===== src/rtl/vga_pkg.sv =====
// Shared 640x480@60 timing constants, sync polarity and colour palette
// used by the timing generator and the graphics stage.
package vga_pkg;

    localparam int H_ACTIVE   = 640;
    localparam int H_FP       = 16;
    localparam int H_SYNC     = 96;
    localparam int H_BP       = 48;
    localparam int V_ACTIVE   = 480;
    localparam int V_FP       = 10;
    localparam int V_SYNC     = 2;
    localparam int V_BP       = 33;
    localparam int H_TOTAL    = H_ACTIVE + H_FP + H_SYNC + H_BP;
    localparam int V_TOTAL    = V_ACTIVE + V_FP + V_SYNC + V_BP;
    localparam int CNT_W      = 10;
    localparam int CNT_LIMIT  = 1 << CNT_W;
    localparam int PIPE_DELAY = 1;

    localparam logic SYNC_POL = 1'b0;

    typedef logic [2:0] color_t;

    localparam color_t COLOR_BLACK = 3'b000;
    localparam color_t COLOR_BLUE  = 3'b001;
    localparam color_t COLOR_GREEN = 3'b010;
    localparam color_t COLOR_RED   = 3'b100;
    localparam color_t COLOR_WHITE = 3'b111;

    // Bundle carried through the alignment delay line.
    typedef struct packed {
        logic hs;
        logic vs;
        logic act;
    } sync_t;

    // Half-open window test; one bit wider than the counter so an end equal to 1024 still works.
    function automatic logic in_window(input logic [CNT_W:0] cnt,
                                       input logic [CNT_W:0] win_start,
                                       input logic [CNT_W:0] win_end);
        return (cnt >= win_start) && (cnt < win_end);
    endfunction

endpackage


===== src/rtl/vga_delay_line.sv =====
// Parameterised width/depth shift register with a per-bit asynchronous reset value,
// used to align sync/blanking with downstream pixel pipelines.
module vga_delay_line #(
    parameter int               WIDTH     = 3,
    parameter int               DEPTH     = 1,
    parameter logic [WIDTH-1:0] RESET_VAL = '0
) (
    input  logic             clk,
    input  logic             reset,
    input  logic [WIDTH-1:0] data_i,
    output logic [WIDTH-1:0] data_o
);

    if (DEPTH < 1) begin : g_depth_err
        $error("vga_delay_line: DEPTH must be at least 1");
    end

    logic [WIDTH-1:0] stage_q [DEPTH];

    always_ff @(posedge clk or posedge reset) begin
        if (reset) begin
            for (int i = 0; i < DEPTH; i++) begin
                stage_q[i] <= RESET_VAL;
            end
        end else begin
            stage_q[0] <= data_i;
            for (int i = 1; i < DEPTH; i++) begin
                stage_q[i] <= stage_q[i-1];
            end
        end
    end

    assign data_o = stage_q[DEPTH-1];

endmodule


===== src/rtl/vga_sync.sv =====
// VGA timing generator: free-running pixel/line counters, sync and blanking
// re-aligned to the graphics pipeline latency, plus line/frame strobes.
module vga_sync
    import vga_pkg::*;
#(
    parameter int   H_ACTIVE   = vga_pkg::H_ACTIVE,
    parameter int   H_FP       = vga_pkg::H_FP,
    parameter int   H_SYNC     = vga_pkg::H_SYNC,
    parameter int   H_BP       = vga_pkg::H_BP,
    parameter int   V_ACTIVE   = vga_pkg::V_ACTIVE,
    parameter int   V_FP       = vga_pkg::V_FP,
    parameter int   V_SYNC     = vga_pkg::V_SYNC,
    parameter int   V_BP       = vga_pkg::V_BP,
    parameter logic SYNC_POL   = vga_pkg::SYNC_POL,
    parameter int   PIPE_DELAY = vga_pkg::PIPE_DELAY
) (
    input  logic             clk,
    input  logic             reset,
    input  logic [2:0]       color_px,
    output logic [CNT_W-1:0] x_px,
    output logic [CNT_W-1:0] y_px,
    output logic             activevideo,
    output logic             hsync,
    output logic             vsync,
    output logic [2:0]       rgb,
    output logic             line_start,
    output logic             frame_start
);

    localparam int HT = H_ACTIVE + H_FP + H_SYNC + H_BP;
    localparam int VT = V_ACTIVE + V_FP + V_SYNC + V_BP;

    if (HT > CNT_LIMIT) begin : g_h_err
        $error("vga_sync: horizontal total exceeds 1024");
    end
    if (VT > CNT_LIMIT) begin : g_v_err
        $error("vga_sync: vertical total exceeds 1024");
    end
    if (PIPE_DELAY < 1 || PIPE_DELAY > 4) begin : g_pipe_err
        $error("vga_sync: PIPE_DELAY must be within 1..4");
    end

    localparam logic [CNT_W-1:0] H_LAST   = CNT_W'(HT - 1);
    localparam logic [CNT_W-1:0] V_LAST   = CNT_W'(VT - 1);
    localparam logic [CNT_W:0]   H_ACT_W  = (CNT_W+1)'(H_ACTIVE);
    localparam logic [CNT_W:0]   V_ACT_W  = (CNT_W+1)'(V_ACTIVE);
    localparam logic [CNT_W:0]   HS_START = (CNT_W+1)'(H_ACTIVE + H_FP);
    localparam logic [CNT_W:0]   HS_END   = (CNT_W+1)'(H_ACTIVE + H_FP + H_SYNC);
    localparam logic [CNT_W:0]   VS_START = (CNT_W+1)'(V_ACTIVE + V_FP);
    localparam logic [CNT_W:0]   VS_END   = (CNT_W+1)'(V_ACTIVE + V_FP + V_SYNC);

    localparam sync_t SYNC_IDLE = '{hs: ~SYNC_POL, vs: ~SYNC_POL, act: 1'b0};

    logic [CNT_W-1:0] h_cnt_q, h_cnt_d;
    logic [CNT_W-1:0] v_cnt_q, v_cnt_d;
    logic             line_start_q, line_start_d;
    logic             frame_start_q, frame_start_d;
    sync_t            sync_raw;
    sync_t            sync_dly;

    always_comb begin
        h_cnt_d       = h_cnt_q + CNT_W'(1);
        v_cnt_d       = v_cnt_q;
        line_start_d  = 1'b0;
        frame_start_d = 1'b0;
        if (h_cnt_q == H_LAST) begin
            h_cnt_d      = '0;
            line_start_d = 1'b1;
            if (v_cnt_q == V_LAST) begin
                v_cnt_d       = '0;
                frame_start_d = 1'b1;
            end else begin
                v_cnt_d = v_cnt_q + CNT_W'(1);
            end
        end
    end

    // Strobes are registered from "next count is zero", so none fires on the first cycle after reset.
    always_ff @(posedge clk or posedge reset) begin
        if (reset) begin
            h_cnt_q       <= '0;
            v_cnt_q       <= '0;
            line_start_q  <= 1'b0;
            frame_start_q <= 1'b0;
        end else begin
            h_cnt_q       <= h_cnt_d;
            v_cnt_q       <= v_cnt_d;
            line_start_q  <= line_start_d;
            frame_start_q <= frame_start_d;
        end
    end

    always_comb begin
        sync_raw.hs  = in_window({1'b0, h_cnt_q}, HS_START, HS_END) ? SYNC_POL : ~SYNC_POL;
        sync_raw.vs  = in_window({1'b0, v_cnt_q}, VS_START, VS_END) ? SYNC_POL : ~SYNC_POL;
        sync_raw.act = ({1'b0, h_cnt_q} < H_ACT_W) && ({1'b0, v_cnt_q} < V_ACT_W);
    end

    vga_delay_line #(
        .WIDTH    ($bits(sync_t)),
        .DEPTH    (PIPE_DELAY),
        .RESET_VAL(SYNC_IDLE)
    ) u_align (
        .clk   (clk),
        .reset (reset),
        .data_i(sync_raw),
        .data_o(sync_dly)
    );

    assign x_px        = h_cnt_q;
    assign y_px        = v_cnt_q;
    assign activevideo = sync_raw.act;
    assign hsync       = sync_dly.hs;
    assign vsync       = sync_dly.vs;
    assign rgb         = sync_dly.act ? color_px : COLOR_BLACK;
    assign line_start  = line_start_q;
    assign frame_start = frame_start_q;

endmodule


===== config.mk =====
export PLATFORM = sky130hd
export DESIGN_NAME = vga_sync
export DESIGN_NICKNAME = d
export VERILOG_FILES = /design/src/rtl/vga_pkg.sv /design/src/rtl/vga_delay_line.sv /design/src/rtl/vga_sync.sv
export SDC_FILE = /design/constraint.sdc
export NUM_CORES = 1
export LEC_CHECK = 0
export CAP_MARGIN = 20
export CORE_AREA = 2 2 47 60
export CTS_BUF_LIST = sky130_fd_sc_hd__clkbuf_2
export CTS_CLUSTER_DIAMETER = 30
export DETAILED_ROUTE_END_ITERATION = 16
export DIE_AREA = 0 0 49 62
export GPL_ROUTABILITY_DRIVEN = 0
export PLACE_DENSITY = 0.85
export RECOVER_POWER = 100
export SYNTH_ARGS = -nofsm -noshare
export SYNTH_HDL_FRONTEND = slang
export SYNTH_SLANG_ARGS = --single-unit

===== constraint.sdc =====
create_clock -name clk -period 4.1 [get_ports clk]
set_input_delay 1.23 -clock clk [delete_from_list [all_inputs] [get_ports clk]]
set_output_delay 1.23 -clock clk [all_outputs]
set_load 0.1 [all_outputs]

# Yosys cells after proc, flatten, opt, wreduce, memory -nomap -nowiden
# Cells that the tools add are included.
[classes]
n_addsub = 2
order_cmp = 6
mux = 8
reduce_logical = 3
eq_ne = 2
[ops]
columns = ["op", "count"]
rows = [
  ["$add A10 B1 Y10 const B", 2],
  ["$eq A10 B10 Y1 const B", 2],
  ["$lt A10 B10 Y1 const B", 2],
  ["$lt A10 B9 Y1 const B", 2],
  ["$mux W10", 2],
  ["$ge A10 B10 Y1 const B", 1],
  ["$ge A10 B9 Y1 const B", 1],
  ["$mux W1", 5],
  ["$logic_and A1 B1 Y1", 3],
  ["$mux W3", 1],
]
[word_totals]
word_cells = 26
output_inout_bits = 28
input_bits = 5
register_bits = 25

# Depth between registers and ports, before layout
[depth]
depth_word = 3
ltp_mapped = 7

# Cells and area by module
# From an unflattened synthesis, not the netlist that was laid out.
[hier_totals]
hier_cells = 122
hier_area_um2 = 1263.7
[by_module_without_submodules]
columns = ["mod", "seq_area_each_um2", "cells_each", "area_per_inst_um2", "instances"]
rows = [
  ["vga_sync", 550.5, 118, 1182.4, 1],
  ["vga_delay_line", 77.6, 4, 81.3, 1],
]

# Worst setup path after synthesis
# OpenSTA, ideal clock, no wires.
[synth_timing]
kind = "register -> output"
start = "reg v_cnt_q[6], in the netlist y_px[6]"
end = "out activevideo"
path_stages_with_launch = 4
path_buffers = 0
arrival_time_ps = 2070
setup_slack_ps = 800
path_cell_list = "dfrtp_1 -> and3_1 -> nand2_1 -> and3b_1"
[synth_between]
elab_chain_cells = 2
[synth_lines]
columns = ["element", "line", "source"]
rows = [
  ["start, declared", "vga_sync.sv:55", "logic [CNT_W-1:0] v_cnt_q, v_cnt_d;"],
  ["start signal, assigned", "vga_sync.sv:87", "v_cnt_q <= v_cnt_d;"],
  ["$lt A10 B9 Y1", "vga_sync.sv:96", "sync_raw.act = ({1'b0, h_cnt_q} < H_ACT_W) && ({1'b0, v_cnt_q} < V_ACT_W);"],
  ["$logic_and A1 B1 Y1", "vga_sync.sv:96", ""],
  ["end, declared", "vga_sync.sv:22", "output logic activevideo,"],
]
# Every way passes these cells.

# Worst setup path in the final report
# Same ends and word-level chain as after synthesis.

==> flow_summary_export.csv <==
group,metric,value,unit
synth,syn_area,1297,um2
timing,timing.fmax,290.9,MHz
detailed_routing,ant_nets,0,
floorplanning,dieArea,3038,um2
pwr,powerDensity,229.0,nW/um2
detailed_routing,drc,0,
global_routing,grt_usage,0.1781,
placement,dpl.cell_count,186,
global_routing,grt_max_degree,26,
critical_path,cp.arrival,2.21,ns
global_routing,grt_pass1_wl,4140,um
pwr,clkPwrFrac,0.260,
timing,fin_tns_setup,0,ns
placement,place_ws,0.8013,ns
timing,timing.final.crit_share,0.8385,
synth,synth-seq-cells,25,
flow_run,maxCapViolations,0,
finish,syn_to_final_growth,25.17,%
detailed_routing,avgViaCountPerCell,5.325,
status,outcome,"completed",
detailed_routing,dr.pass1.iters,4,
timing,hold_viol_final,0,
synth,ys_types,35,
critical_path,required,2.87,ns
detailed_routing,routed_wirelength,2470,um
critical_path,critPathMaxStageDelay,0.87,ns
min_path,hp-class,"flop to flop",
finish,diodes,0,
timing,worstMarginPinSlew,1.242,ns
timing,finalCriticalPeriod,3.438,ns
clock_network,ctsHoldBuffers,0,
clock_network,htreeDepth,1,
placement,post-dp-hpwl,1826,um
clock_network,cts_buffer_depth,2,
pwr,p_comb_frac,0.076,
timing,setup_violations,0,
synth,yosys.area.top_type,"dfrtp_1",
clock_network,clock_latency,0.34,ns
finish,final_common_cell,"dfrtp_1",
clock_network,cts_root_buffer,"clkbuf_2",
detailed_routing,drt_iter0_drc,25,
pwr,peakVddDrop,0.0001425,V
clock_network,cts_tree,"yes",
critical_path,path_delay_family,"buffers and inverters",
floorplanning,rows,21,
finish,final_cell_mix,"dfrtp_1 (23), dlygate4sd3_1 (22), nor2_1 (11), nand3_1 (11), nand2_1 (10)",
synth,synth-seq-area-share,0.4841,
clock_network,post-cts-setup-buffer-count,0,
critical_path,crit_slowest_cell,"clkbuf_1",
critical_path,worst-path-buf-inv,1,
timing,rsz0062_at_grt,"no",
global_routing,grt-ovfl-total,0,
critical_path,crit_path_end_kind,"output pin",
clock_network,cts.sinks,25,
timing,finalMaxSlewViolations,0,
synth,synth.top_cell.area_share,0.4436,
synth,ys_warn_count,0,
clock_network,cts.repair.resized,0,
pwr,seq_power_share,0.665,
timing,post-route-worst-setup-slack,0.6624,ns
global_routing,antenna_found_initial,0,
pwr,p_sw,92.71,uW
critical_path,critPathMaxFanout,5,
synth,syn_nets,133,
finish,finalNonFillerCells,191,
clock_network,cts_buffers,3,
timing,fin_skew,0.007616,ns
critical_path,startpoint_type,"flop",
synth,synthCells,123,
finish,fin_nets,168,
finish,fin_util,0.6372,
synth,syn-mean-instance-area,10.55,um2
floorplanning,die_w,49,um
placement,io_buffer_count,32,
synth,synth.area.top_cells,"dfrtp_1 (44%), ha_1 (4.8%), nand3_1 (4.2%), dfstp_2 (4.1%), xor2_1 (4.1%)",
pwr,p_int,279.3,uW
critical_path,crit_chain,"and3_1, nand2_1, and3b_1, clkbuf_1",
global_routing,grt_pass1_vias,934,
floorplanning,core_area,2549,um2
clock_network,clkTransAtPathRegs,0.23,ns
floorplanning,die_h,62,um
critical_path,critical_path_class,"flop to output pin",
detailed_routing,post_drt_wl_per_cell,12.93,um
detailed_routing,vias,1017,
pwr,swShare,0.2492,
finish,layout-drive-gt1-share,0.08280,
pwr,leakage,0.7450,nW
floorplanning,initial_core_util,0.5091,
floorplanning,ios,33,
timing,slew_headroom,0.1723,
## path summary, 6_finish.rpt
path	depth (start not counted)	endpoint	slack, ns	from
worst max-delay path	4	activevideo	0.66	y_px[6]
worst min-delay path	1	y_px[7]	0.55	y_px[7]
worst max register to register	6	y_px[4]	1.79	x_px[0]
worst min register to register	1	y_px[7]	0.55	y_px[7]
max in group asynchronous	3	y_px[2]	1.66	reset
min in group asynchronous	2	x_px[3]	1.12	reset
## sequential cells by signal, indices dropped and copies added (netlist names)
signal          cells
u_align.data_o      3
y_px               10
line_start          1
frame_start         1
x_px               10
## Yosys cell counts
library cell / instances
nor3_4: 1
nand2_2: 1
and3b_1: 1
and2_2: 2
or4b_1: 1
nor2_1: 11
nor3b_1: 1
nand4_1: 2
o21ai_0: 6
and4_4: 1
o211ai_1: 3
nor2b_1: 1
ha_1: 5
or3_1: 1
nand4_4: 2
nor3_1: 3
xnor2_1: 4
buf_6: 3
and2_1: 4
dfstp_2: 2
a31oi_1: 2
a32o_1: 1
and3_1: 3
nand2b_1: 1
a21oi_1: 1
inv_1: 6
inv_2: 1
dfrtp_1: 23
nor4b_2: 1
nand4bb_1: 1
nand3_1: 11
nand2_1: 9
o31ai_1: 1
xor2_1: 6
a21o_1: 1
## routing by layer
metal / part of all wire / vias to the layer above / GRT usage / routed length [um]
met4: 0.0081 / 0 / 0.08571 / 20
met1: 0.45 / 486 / 0.2340 / 1120
met2: 0.50 / 33 / 0.3033 / 1224
li1: - / 496 / - / -
met3: 0.042 / 2 / 0.01914 / 104
met5: 0 / - / 0 / 0
## area by class of cell
type / instances / area (um2)
inverter: 7 / 26.28
clock inverter: 1 / 5.005
fill: 215 / 924.6
timing repair buffer: 33 / 329.1
multi-input combinational: 88 / 578.1
clock buffer: 3 / 15.01
tap: 34 / 42.54
sequential: 25 / 628.1
## kinds of logic after synthesis
family,Yosys count,synth area share
buffers and inverters,10,0.04628
AND/OR/NAND/NOR,58,0.2806
XOR/XNOR,10,0.06750
adder cells (fa/ha/maj),5,0.04822
AO/OA/AOI/OAI,15,0.07329
flip-flops,25,0.4841
## power groups by stage
stage	combinational, mW	sequential [mW]	clock [mW]
floorplan	0.0162	0.251	0
global placement	0.0282	0.251	0
detailed placement	0.0287	0.251	0
CTS	0.0288	0.247	0.101
global route	0.0302	0.247	0.107
finish	0.0282	0.247	0.0966
## per-stage QoR
| stage | instance area [um2] | power (mW) | hold WS (ns) |
|---|---|---|---|
| final | 1624 | 0.3720 | 0.5461 |
| after global routing | 1624 | 0.3849 | 0.5695 |
| after CTS | 1667 | 0.3775 | 0.5515 |
| after detailed placement | 1647 | 0.2799 | 0.5267 |
| after global placement | 1647 | 0.2795 | 0.5127 |
| after floorplan | 1297 | 0.2675 | 0.9631 |
(Power assumes the default switching activity.)
